==> config.mk <==
export PLATFORM = sky130hd
export DESIGN_NAME = if_stage
export DESIGN_NICKNAME = d
export VERILOG_FILES = /design/src/rtl/if_stage.sv
export SDC_FILE = /design/constraint.sdc
export NUM_CORES = 1
export LEC_CHECK = 0
export CAP_MARGIN = 25
export CORE_MARGIN = 5
export CORE_UTILIZATION = 30
export DETAILED_ROUTE_END_ITERATION = 10
export GPL_TIMING_DRIVEN = 0
export SLEW_MARGIN = 20
export SYNTH_ARGS = -nofsm -noshare
export SYNTH_HDL_FRONTEND = slang
export SYNTH_SLANG_ARGS = --single-unit
==> constraint.sdc <==
create_clock -name clk -period 3.1 [get_ports clk]
set_clock_uncertainty 0.1 [all_clocks]
set_input_delay 0.62 -clock clk [delete_from_list [all_inputs] [get_ports clk]]
set_output_delay 0.62 -clock clk [all_outputs]
set_load 0.02 [all_outputs]
==> src/rtl/if_stage.sv <==
// if_stage: instruction fetch with PC and IF/ID register, stall and redirect control.
// Optional FETCH_STATS_EN adds fetch_count/stall_count outputs.
module if_stage #(
  parameter logic [63:0] RESET_PC  = 64'h0,
  parameter logic [31:0] NOP_INSTR = 32'h00000013
) (
  input  logic        clk,
  input  logic        reset,
  input  logic        stall,
  input  logic        redirect_en,
  input  logic [63:0] redirect_pc,
  output logic [63:0] imem_addr,
  input  logic [31:0] imem_rdata,
  output logic [63:0] pc_current,
  output logic [63:0] ifid_pc,
  output logic [31:0] ifid_instr,
  output logic        ifid_valid
`ifdef FETCH_STATS_EN
  ,
  output logic [31:0] fetch_count,
  output logic [31:0] stall_count
`endif
);
  logic [63:0] pc_q, pc_d, ifid_pc_q, ifid_pc_d;
  logic [31:0] ifid_instr_q, ifid_instr_d;
  logic        ifid_valid_q, ifid_valid_d;
  // redirect flushes IF/ID and beats stall
  always_comb begin
    pc_d         = redirect_en ? {redirect_pc[63:2], 2'b00} : stall ? pc_q : pc_q + 64'd4;
    ifid_pc_d    = redirect_en ? 64'd0 : stall ? ifid_pc_q : pc_q;
    ifid_instr_d = redirect_en ? NOP_INSTR : stall ? ifid_instr_q : imem_rdata;
    ifid_valid_d = redirect_en ? 1'b0 : stall ? ifid_valid_q : 1'b1;
  end
  always_ff @(posedge clk) begin
    if (reset) begin
      pc_q         <= RESET_PC;
      ifid_pc_q    <= 64'd0;
      ifid_instr_q <= NOP_INSTR;
      ifid_valid_q <= 1'b0;
    end else begin
      pc_q         <= pc_d;
      ifid_pc_q    <= ifid_pc_d;
      ifid_instr_q <= ifid_instr_d;
      ifid_valid_q <= ifid_valid_d;
    end
  end
  assign imem_addr  = pc_q;
  assign pc_current = pc_q;
  assign ifid_pc    = ifid_pc_q;
  assign ifid_instr = ifid_instr_q;
  assign ifid_valid = ifid_valid_q;
`ifdef FETCH_STATS_EN
  logic [31:0] fetch_count_q, stall_count_q;
  logic        load, held;
  assign load = !redirect_en && !stall;
  assign held = !redirect_en && stall;
  always_ff @(posedge clk) begin
    if (reset) begin
      fetch_count_q <= 32'd0;
      stall_count_q <= 32'd0;
    end else begin
      fetch_count_q <= fetch_count_q + {31'd0, load};
      stall_count_q <= stall_count_q + {31'd0, held};
    end
  end
  assign fetch_count = fetch_count_q;
  assign stall_count = stall_count_q;
`endif
endmodule

==> results of run 1 <==
cell usage in the layout, fill, tap and decap left out, types with 6 or more instances in the layout:
cell,synthesis,final
dfxtp_1,157,157
clkbuf_1,36,36
buf_4,70,70
xnor2_1,12,12
and4_1,8,8
xor2_1,22,22
nor4_1,9,9
a311oi_1,12,12
nand2_1,36,36
a21oi_1,8,8
o31ai_1,7,7
nand4_1,19,19
or4_1,10,10
inv_1,11,11
mux2i_1,101,101
nor2_1,153,152
a211oi_1,25,25
conb_1,1,6
o21ai_0,14,14
nand3_1,28,28
clkbuf_16,0,17
clkdlybuf4s50_1,0,314
nor3_1,10,10
and3_1,13,13
cell type report:
| type | instances | share of cell area [%] |
|---|---|---|
| inverter | 11 | 0.348 |
| clock buffer | 17 | 3.59 |
| timing repair buffer | 314 | 26.5 |
| antenna | 1 | 0.0211 |
| sequential | 157 | 26.5 |
| multi-input combinational | 553 | 31.5 |
| clock inverter | 15 | 1.67 |
| buffer | 121 | 6.36 |
| tap | 330 | 3.48 |
per-stage QoR:
stage          total power (uW)  hold WS (ps)  utilization (%)
3_5_place_dp               3290           338             44.7
2_1_floorplan              2770           422                -
5_1_grt                    5730           374             47.2
4_1_cts                    5560           349             47.2
3_3_place_gp               3280           334             44.7
6_report                   5510           344             47.2
registers in the layout, summed over array words and instances (netlist names):
register	flops
ifid_pc	62
ifid_valid	1
ifid_instr	32
imem_addr	62
final timing paths:
kind              cells past startpoint    startpoint       endpoint  slack, ps
setup / recovery                      6  imem_addr[2]  imem_addr[42]        170
hold / removal                        2    ifid_valid     ifid_valid        340
setup reg to reg                      6  imem_addr[2]  imem_addr[42]        170
hold reg to reg                       2    ifid_valid     ifid_valid        340
cell usage after synthesis (5+ instances only):
master	instances
xor2_1	22
buf_1	5
xnor2_1	12
or4_1	10
dfxtp_1	157
nor2_1	153
a21oi_1	8
and3_1	13
buf_2	5
buf_4	70
o31ai_1	7
and4_1	8
nor3_1	10
nand3_1	28
nor4_1	9
nand2_1	36
inv_1	11
a2111oi_0	5
mux2i_1	101
a211oi_1	25
a311oi_1	12
nor4b_1	5
nand4_1	19
o21ai_0	14
nor4_4	5
clkbuf_1	36
worst max-delay path, cell delays in order (launching register included):
cell and delay [ps]:
dfxtp_1 520, ha_1 310, nand4_2 330, nor4_4 550, nand3_1 200, or4b_2 670, o2111a_1 130
logic make-up (layout without fill, tap and decap cells):
logic type               count (synthesis)  count (layout)  synth area share [%]
AO/OA/AOI/OAI                           85              85                  8.28
other                                    1               7                0.0490
adder cells (fa/ha/maj)                  1               1                 0.164
buffers and inverters                  132             478                  10.4
multiplexers                           101             101                  13.2
AND/OR/NAND/NOR                        326             326                  22.9
XOR/XNOR                                34              34                  3.89
flip-flops                             157             157                  41.1
power breakdown:
group	leakage, uW	internal, uW	total, uW	switching [uW]
Clock	0.000305	1300	2270	972
Combinational	0.00310	528	996	468
Sequential	0.00129	2100	2240	140
Total	0.00469	3930	5510	1580
metal layers:
| metal | vias to the layer above | track usage, % | routed length (um) |
|---|---|---|---|
| met5 | - | 0 | 0 |
| met4 | 0 | 5.36 | 419 |
| met3 | 26 | 5.29 | 2050 |
| met2 | 263 | 30.3 | 13300 |
| met1 | 3473 | 25.4 | 12700 |
| li1 | 3573 | - | - |
==> impl_metrics.env, run 1 <==
export IMPL_postRouteAntennaNets=0
export IMPL_cts_htree_levels=4
export IMPL_synth_top_cell_area_share_pct=41.1
export IMPL_maxCapViolCount=0
export IMPL_core_um2=25100
export IMPL_numCtsBuffers=17
export IMPL_setup_viol=0
export IMPL_io_pins=325
export IMPL_vias=7335
export IMPL_clock_root_buffer="clkbuf_16"
export IMPL_drt_initial_drc_count=378
export IMPL_cts_buffer_depth=2
export IMPL_clkSinkCount=157
export IMPL_rsz0062_at_grt="false"
export IMPL_worstPathMaxFanout=8
export IMPL_power_density_nw_per_um2=465
export IMPL_finalCritPeriodShare_pct=94.6
export IMPL_syn_avg_cell_area_um2=9.14
export IMPL_gp_congestion=0.776
export IMPL_ff_latch_area_um2=3140
export IMPL_cts_setup_buffers=0
export IMPL_rows=58
export IMPL_dpl_cell_count=1486
export IMPL_drive_above_1_share_pct=10.9
export IMPL_postSynth_asyncResetShare_pct=0
export IMPL_worstSetupPathType="flop to flop"
export IMPL_end_kind="flop"
export IMPL_hold_viol=0
export IMPL_finalNetCount=1276
export IMPL_yosysWarnings=0
export IMPL_syn_inst=837
export IMPL_max_freq_mhz=341
export IMPL_syn_cell_area_um2=7650
export IMPL_hpwl_um=21400
export IMPL_placed_area_um2=11200
export IMPL_fin_crit_ps=2930
export IMPL_synth_top_cell_by_area="dfxtp_1"
export IMPL_antenna_found_initial=1
export IMPL_drc=0
export IMPL_start_util_pct=30.5
export IMPL_start_kind="flop"
export IMPL_post_cts_resized=0
export IMPL_yosysUniqueCellTypes=53
export IMPL_worst_slack_ps=166
export IMPL_layoutNonFillerInstCount=1519
export IMPL_relSlewSlack_pct=36.8
export IMPL_grt_pass1_vias=7234
export IMPL_vias_per_cell=4.83
export IMPL_critical_path_required_ps=3320
export IMPL_synth_edf_count=0
export IMPL_nFillCells=2519
export IMPL_first_pass_iters=5
export IMPL_avgRoutedWirePerCell_um=18.7
export IMPL_worst_pin_slew_ps=947
export IMPL_grt_ovfl_total=0
export IMPL_preCtsSetupSlack_ps=-7.97
export IMPL_p_leak_uw=0.00469
export IMPL_multi_input_area_um2=3730
export IMPL_die_area_um2=28800
export IMPL_slew_viol_final=0
export IMPL_hold_path_class="flop to flop"
export IMPL_final_cell_area_um2=11800
export IMPL_die_width_um=170
export IMPL_grt_pass1_wl_um=43100
export IMPL_io_buffer_count=314
export IMPL_synth_top_flop_cell="dfxtp_1"
export IMPL_clock_latency_ps=430
export IMPL_status="complete, no violations"
export IMPL_synth_seq_area_share_pct=41.1
export IMPL_cts_tree="yes"
export IMPL_ys_ff_latch=157
export IMPL_track_usage_pct=19.0
export IMPL_routed_wl_um=28400
export IMPL_syn2layout_area_growth_pct=55.0
export IMPL_die_h_um=170
export IMPL_clkSlewWorstSetupHoldPaths_ps=70
export IMPL_tns_ps=0
export IMPL_cts_hold_buffers=0
export IMPL_synth_area_leaders="dfxtp_1 41%, mux2i_1 13%, nor2_1 7.5%, buf_4 6.9%, xor2_1 2.5%"
export IMPL_ir_worst_vdd_mv=0.391
export IMPL_crit_arrival_ps=3150
export IMPL_grt_max_degree=17
Power figures use the tool's default switching activity.
==> run 2: changes to the inputs <==
CTS_CLUSTER_DIAMETER = 30   (was not set)
clock period = 3.7 ns   (was 3.1 ns; I/O delays follow)
==> impl_metrics.env, run 2 (synthesis gave the netlist of run 1 again) <==
export IMPL_layoutNonFillerInstCount=1519
export IMPL_tns_ps=0
export IMPL_postRouteAntennaNets=0
export IMPL_gr_usage_met1_pct=25.4
export IMPL_final_common_cell="clkdlybuf4s50_1"
export IMPL_clkSinkCount=157
export IMPL_cts_htree_levels=4
export IMPL_die_area_um2=28800
export IMPL_crit_arrival_ps=3230
export IMPL_worstSetupPathType="flop to flop"
export IMPL_post_cts_resized=0
export IMPL_critical_path_required_ps=3940
export IMPL_grt_use_met2_pct=30.3
export IMPL_grt_pass1_wl_um=43100
export IMPL_hpwl_um=21400
export IMPL_core_um2=25100
export IMPL_routed_wl_um=28500
export IMPL_numCtsBuffers=17
export IMPL_finalCritPeriodShare_pct=80.9
export IMPL_die_width_um=170
export IMPL_setup_viol=0
export IMPL_relSlewSlack_pct=37.2
export IMPL_gp_congestion=0.776
export IMPL_rows=58
export IMPL_max_freq_mhz=334
export IMPL_clkSlewWorstSetupHoldPaths_ps=70
export IMPL_ff_latch_area_um2=3140
export IMPL_power_density_nw_per_um2=390
export IMPL_antenna_found_initial=1
export IMPL_hold_path_class="flop to flop"
export IMPL_die_h_um=170
export IMPL_cts_hold_buffers=0
export IMPL_slew_viol_final=0
export IMPL_grt_pass1_vias=7234
export IMPL_cts_tree="yes"
export IMPL_p_leak_uw=0.00469
export IMPL_start_util_pct=30.5
export IMPL_avgRoutedWirePerCell_um=18.7
export IMPL_vias_per_cell=4.82
export IMPL_worst_pin_slew_ps=933
export IMPL_grt_ovfl_total=0
export IMPL_vias=7325
export IMPL_finalNetCount=1276
export IMPL_grt_max_degree=17
export IMPL_drt_initial_drc_count=372
export IMPL_status="complete, no violations"
export IMPL_cts_setup_buffers=0
export IMPL_hold_viol=0
export IMPL_syn2layout_area_growth_pct=54.9
export IMPL_end_kind="flop"
export IMPL_cts_buffer_depth=2
export IMPL_multi_input_area_um2=3730
export IMPL_drc=0
export IMPL_clock_latency_ps=430
export IMPL_start_kind="flop"
export IMPL_dpl_cell_count=1486
export IMPL_io_buffer_count=314
export IMPL_drive_above_1_share_pct=10.8
export IMPL_ir_worst_vdd_mv=0.328
export IMPL_first_pass_iters=5
export IMPL_clock_root_buffer="clkbuf_16"
export IMPL_maxCapViolCount=0
export IMPL_rsz0062_at_grt="false"
export IMPL_fin_crit_ps=2990
export IMPL_worstPathMaxFanout=8
export IMPL_io_pins=325
export IMPL_final_cell_mix="314 x clkdlybuf4s50_1, 157 x dfxtp_1, 153 x nor2_1"
export IMPL_nFillCells=2518
export IMPL_top_usage_layer="met2"
export IMPL_track_usage_pct=19.0
export IMPL_grt_met3_usage_pct=5.29
==> run 2: cell counts in the layout (fill, tap and decap cells not counted) <==
Identical to the previous run, type by type.
==> run 2: area by class of cell <==
cell class              count  share of cell area [%]
repair buffers            314                    26.5
clock buffers              17                    3.59
plain buffers             121                    6.36
multi-input cells         553                    31.5
clock inverters            15                    1.67
inverters                  11                   0.349
well taps                 330                    3.49
flip-flops and latches    157                    26.5
diodes                      1                  0.0211
==> run 2: per-stage QoR <==
| step | util (%) | power, uW | hold WS [ps] | instance area (um2) | worst slack, ps |
|---|---|---|---|---|---|
| finish | 47.2 | 4620 | 344 | 11800 | 706 |
| global route | 47.2 | 4800 | 374 | 11800 | 534 |
| CTS | 47.2 | 4660 | 349 | 11800 | 738 |
| detailed placement | 44.7 | 2750 | 338 | 11200 | 472 |
| global placement | 44.7 | 2750 | 334 | 11200 | 506 |
| floorplan | - | 2320 | 422 | 7660 | 1100 |
==> run 2: worst max-delay path, cell delays in order, from the launching register on <==
cell	delay [ps]
dfxtp_1	530
nand4_2	320
nor2_1	650
nand4_1	460
or4_1	590
a311oi_1	260
==> run 2: final timing paths <==
kind	startpoint	end	slack [ps]	depth (start not counted)
worst min-delay path	ifid_valid	ifid_valid	340	2
worst min register to register	ifid_valid	ifid_valid	340	2
worst max register to register	imem_addr[14]	imem_addr[63]	710	5
worst max-delay path	imem_addr[14]	imem_addr[63]	710	5
==> run 2: power by group <==
part | internal [uW] | total (uW) | switching, uW
Clock | 1090 | 1900 | 813
Sequential | 1760 | 1880 | 118
Combinational | 442 | 835 | 392
Total | 3290 | 4620 | 1320
==> run 2: per-layer routing <==
metal / wire length (um) / share of wire (%)
met1: 12700 / 45
met5: 0 / 0
met2: 13200 / 46
met4: 476 / 1.7
met3: 2040 / 7.1
==> run 3: changes to the inputs <==
clock period = 2.75 ns   (was 3.7 ns; I/O delays follow)
==> impl_metrics.env, run 3 (synthesis gave the netlist of run 1 again) <==
export IMPL_status="complete, no violations"
export IMPL_rows=58
export IMPL_grt_pass1_vias=7244
export IMPL_reg2reg_from="imem_addr[4]"
export IMPL_die_area_um2=28800
export IMPL_fin_crit_ps=2590
export IMPL_numCtsBuffers=17
export IMPL_maxCapViolCount=0
export IMPL_grt_max_degree=17
export IMPL_clock_latency_ps=430
export IMPL_postRouteAntennaNets=0
export IMPL_final_common_cell="clkdlybuf4s50_1"
export IMPL_grt_ovfl_total=0
export IMPL_reg2reg_depth=8
export IMPL_dpl_cell_count=1486
export IMPL_path_cells="buf_2 > and4b_1 > and4b_2 > buf_4 > nand3_1 > buf_2 > or2_0 > a2111oi_0"
export IMPL_drc=0
export IMPL_clkSinkCount=157
export IMPL_start_util_pct=30.5
export IMPL_ir_worst_vdd_mv=0.443
export IMPL_worst_slack_ps=158
export IMPL_syn2layout_area_growth_pct=56.0
export IMPL_end_kind="flop"
export IMPL_hold_viol=0
export IMPL_critPathBufInv=3
export IMPL_cts_tree="yes"
export IMPL_worstPathMaxFanout=10
export IMPL_drt_initial_drc_count=418
export IMPL_io_pins=325
export IMPL_fin_util_pct=47.5
export IMPL_rsz0062_at_grt="false"
export IMPL_vias=7364
export IMPL_power_uw=6220
export IMPL_track_usage_pct=19.1
export IMPL_vias_per_cell=4.83
export IMPL_cts_htree_levels=4
export IMPL_antenna_found_initial=1
export IMPL_first_pass_iters=5
export IMPL_grt_pass1_wl_um=43200
export IMPL_gp_congestion=0.776
export IMPL_hpwl_um=21400
export IMPL_core_um2=25100
export IMPL_regToRegSetupSlack_ps=160
export IMPL_finalCritPeriodShare_pct=94.3
export IMPL_cts_buffer_depth=2
export IMPL_critPathTopFamily="simple AND/OR/NAND/NOR gates"
export IMPL_layoutNonFillerInstCount=1526
export IMPL_min_from="ifid_valid"
export IMPL_start_kind="flop"
export IMPL_die_width_um=170
export IMPL_critical_path_required_ps=2960
export IMPL_p_leak_uw=0.00473
export IMPL_finalNetCount=1283
export IMPL_clock_root_buffer="clkbuf_16"
export IMPL_crit_arrival_ps=2800
export IMPL_final_cell_area_um2=11900
export IMPL_hold_depth=2
export IMPL_io_buffer_count=314
export IMPL_avgRoutedWirePerCell_um=18.7
export IMPL_hold_path_class="flop to flop"
export IMPL_holdPathEnd="ifid_valid"
export IMPL_clkSlewWorstSetupHoldPaths_ps=70
export IMPL_worst_pin_slew_ps=938
export IMPL_routed_wl_um=28500
export IMPL_cpMostUsedCell="buf_2"
export IMPL_cp_slowest_stage_delay_ps=400
export IMPL_cp_slowest_cell="dfxtp_1"
export IMPL_placed_area_um2=11200
export IMPL_drive_above_1_share_pct=11.8
export IMPL_preCtsSetupSlack_ps=-288
export IMPL_timing_rr_end="imem_addr[59]"
export IMPL_power_density_nw_per_um2=521
export IMPL_relSlewSlack_pct=37.5
export IMPL_final_cell_mix="314 x clkdlybuf4s50_1, 155 x dfxtp_1, 152 x nor2_1"
export IMPL_worstSetupPathType="flop to flop"
export IMPL_max_freq_mhz=386
export IMPL_nFillCells=2512
export IMPL_setup_viol=0
export IMPL_slew_viol_final=0
export IMPL_die_h_um=170
[run 3: cell types whose count changed in the layout (fill, tap and decap cells not counted), sizes merged]
cell  delta
buf      +7
[run 3: area by class of cell]
type	count	area, um2	area share (%)
Antenna cell	1	2.50	0.0210
Tap cell	330	413	3.46
Multi-Input combinational cell	553	3750	31.5
Sequential cell	157	3150	26.4
Buffer	121	756	6.33
Clock buffer	17	425	3.57
Timing Repair Buffer	321	3200	26.8
Clock inverter	15	198	1.66
Inverter	11	41.3	0.346
[run 3: routing by layer]
| metal | wire length [um] | part of all wire [%] | track usage [%] | vias up |
|---|---|---|---|---|
| met5 | 0 | 0 | 0 | - |
| met1 | 12700 | 44 | 25.5 | 3458 |
| li1 | - | - | - | 3590 |
| met3 | 2180 | 7.6 | 5.29 | 34 |
| met4 | 469 | 1.6 | 5.22 | 0 |
| met2 | 13200 | 46 | 30.4 | 282 |
[run 3: timing repair]
action | 4_1_cts | 5_1_grt
cloned | 0 | 0
setup buffers | 3 | 4
hold buffers | 0 | 0
endpoints found under the setup margin | 8 | 10
gates resized for setup | 4 | 6
pin swaps | 2 | 3
endpoints found under the hold margin | 0 | 0
[run 3: per-stage QoR]
stage | setup TNS (ps) | hold slack, ps
3_5_place_dp | -13380 | 338
4_1_cts | 0 | 349
6_report | 0 | 344
2_1_floorplan | 0 | 422
3_3_place_gp | -9640 | 334
5_1_grt | 0 | 374
[run 3: worst max path at each step]
stage             startpoint            end  depth (start not counted)
2_1_floorplan   imem_addr[2]  imem_addr[42]                          6
3_3_place_gp     redirect_en   imem_addr[6]                          7
3_5_place_dp     redirect_en   imem_addr[5]                          7
4_1_cts        imem_addr[36]  imem_addr[63]                          6
5_1_grt         imem_addr[4]  imem_addr[59]                          8
6_report        imem_addr[4]  imem_addr[59]                          8
[run 3: power by group]
| group | switching (uW) | internal [uW] |
|---|---|---|
| Sequential | 159 | 2370 |
| Combinational | 527 | 596 |
| Clock | 1100 | 1470 |
| Total | 1790 | 4430 |
[run 3: worst min-delay path, delay by kind of cell (launching register included)]
| kind | cells | cell delay [ps] |
|---|---|---|
| AO/OA/AOI/OAI | 1 | 50 |
| flip-flops | 1 | 310 |
| buffers and inverters | 1 | 40 |
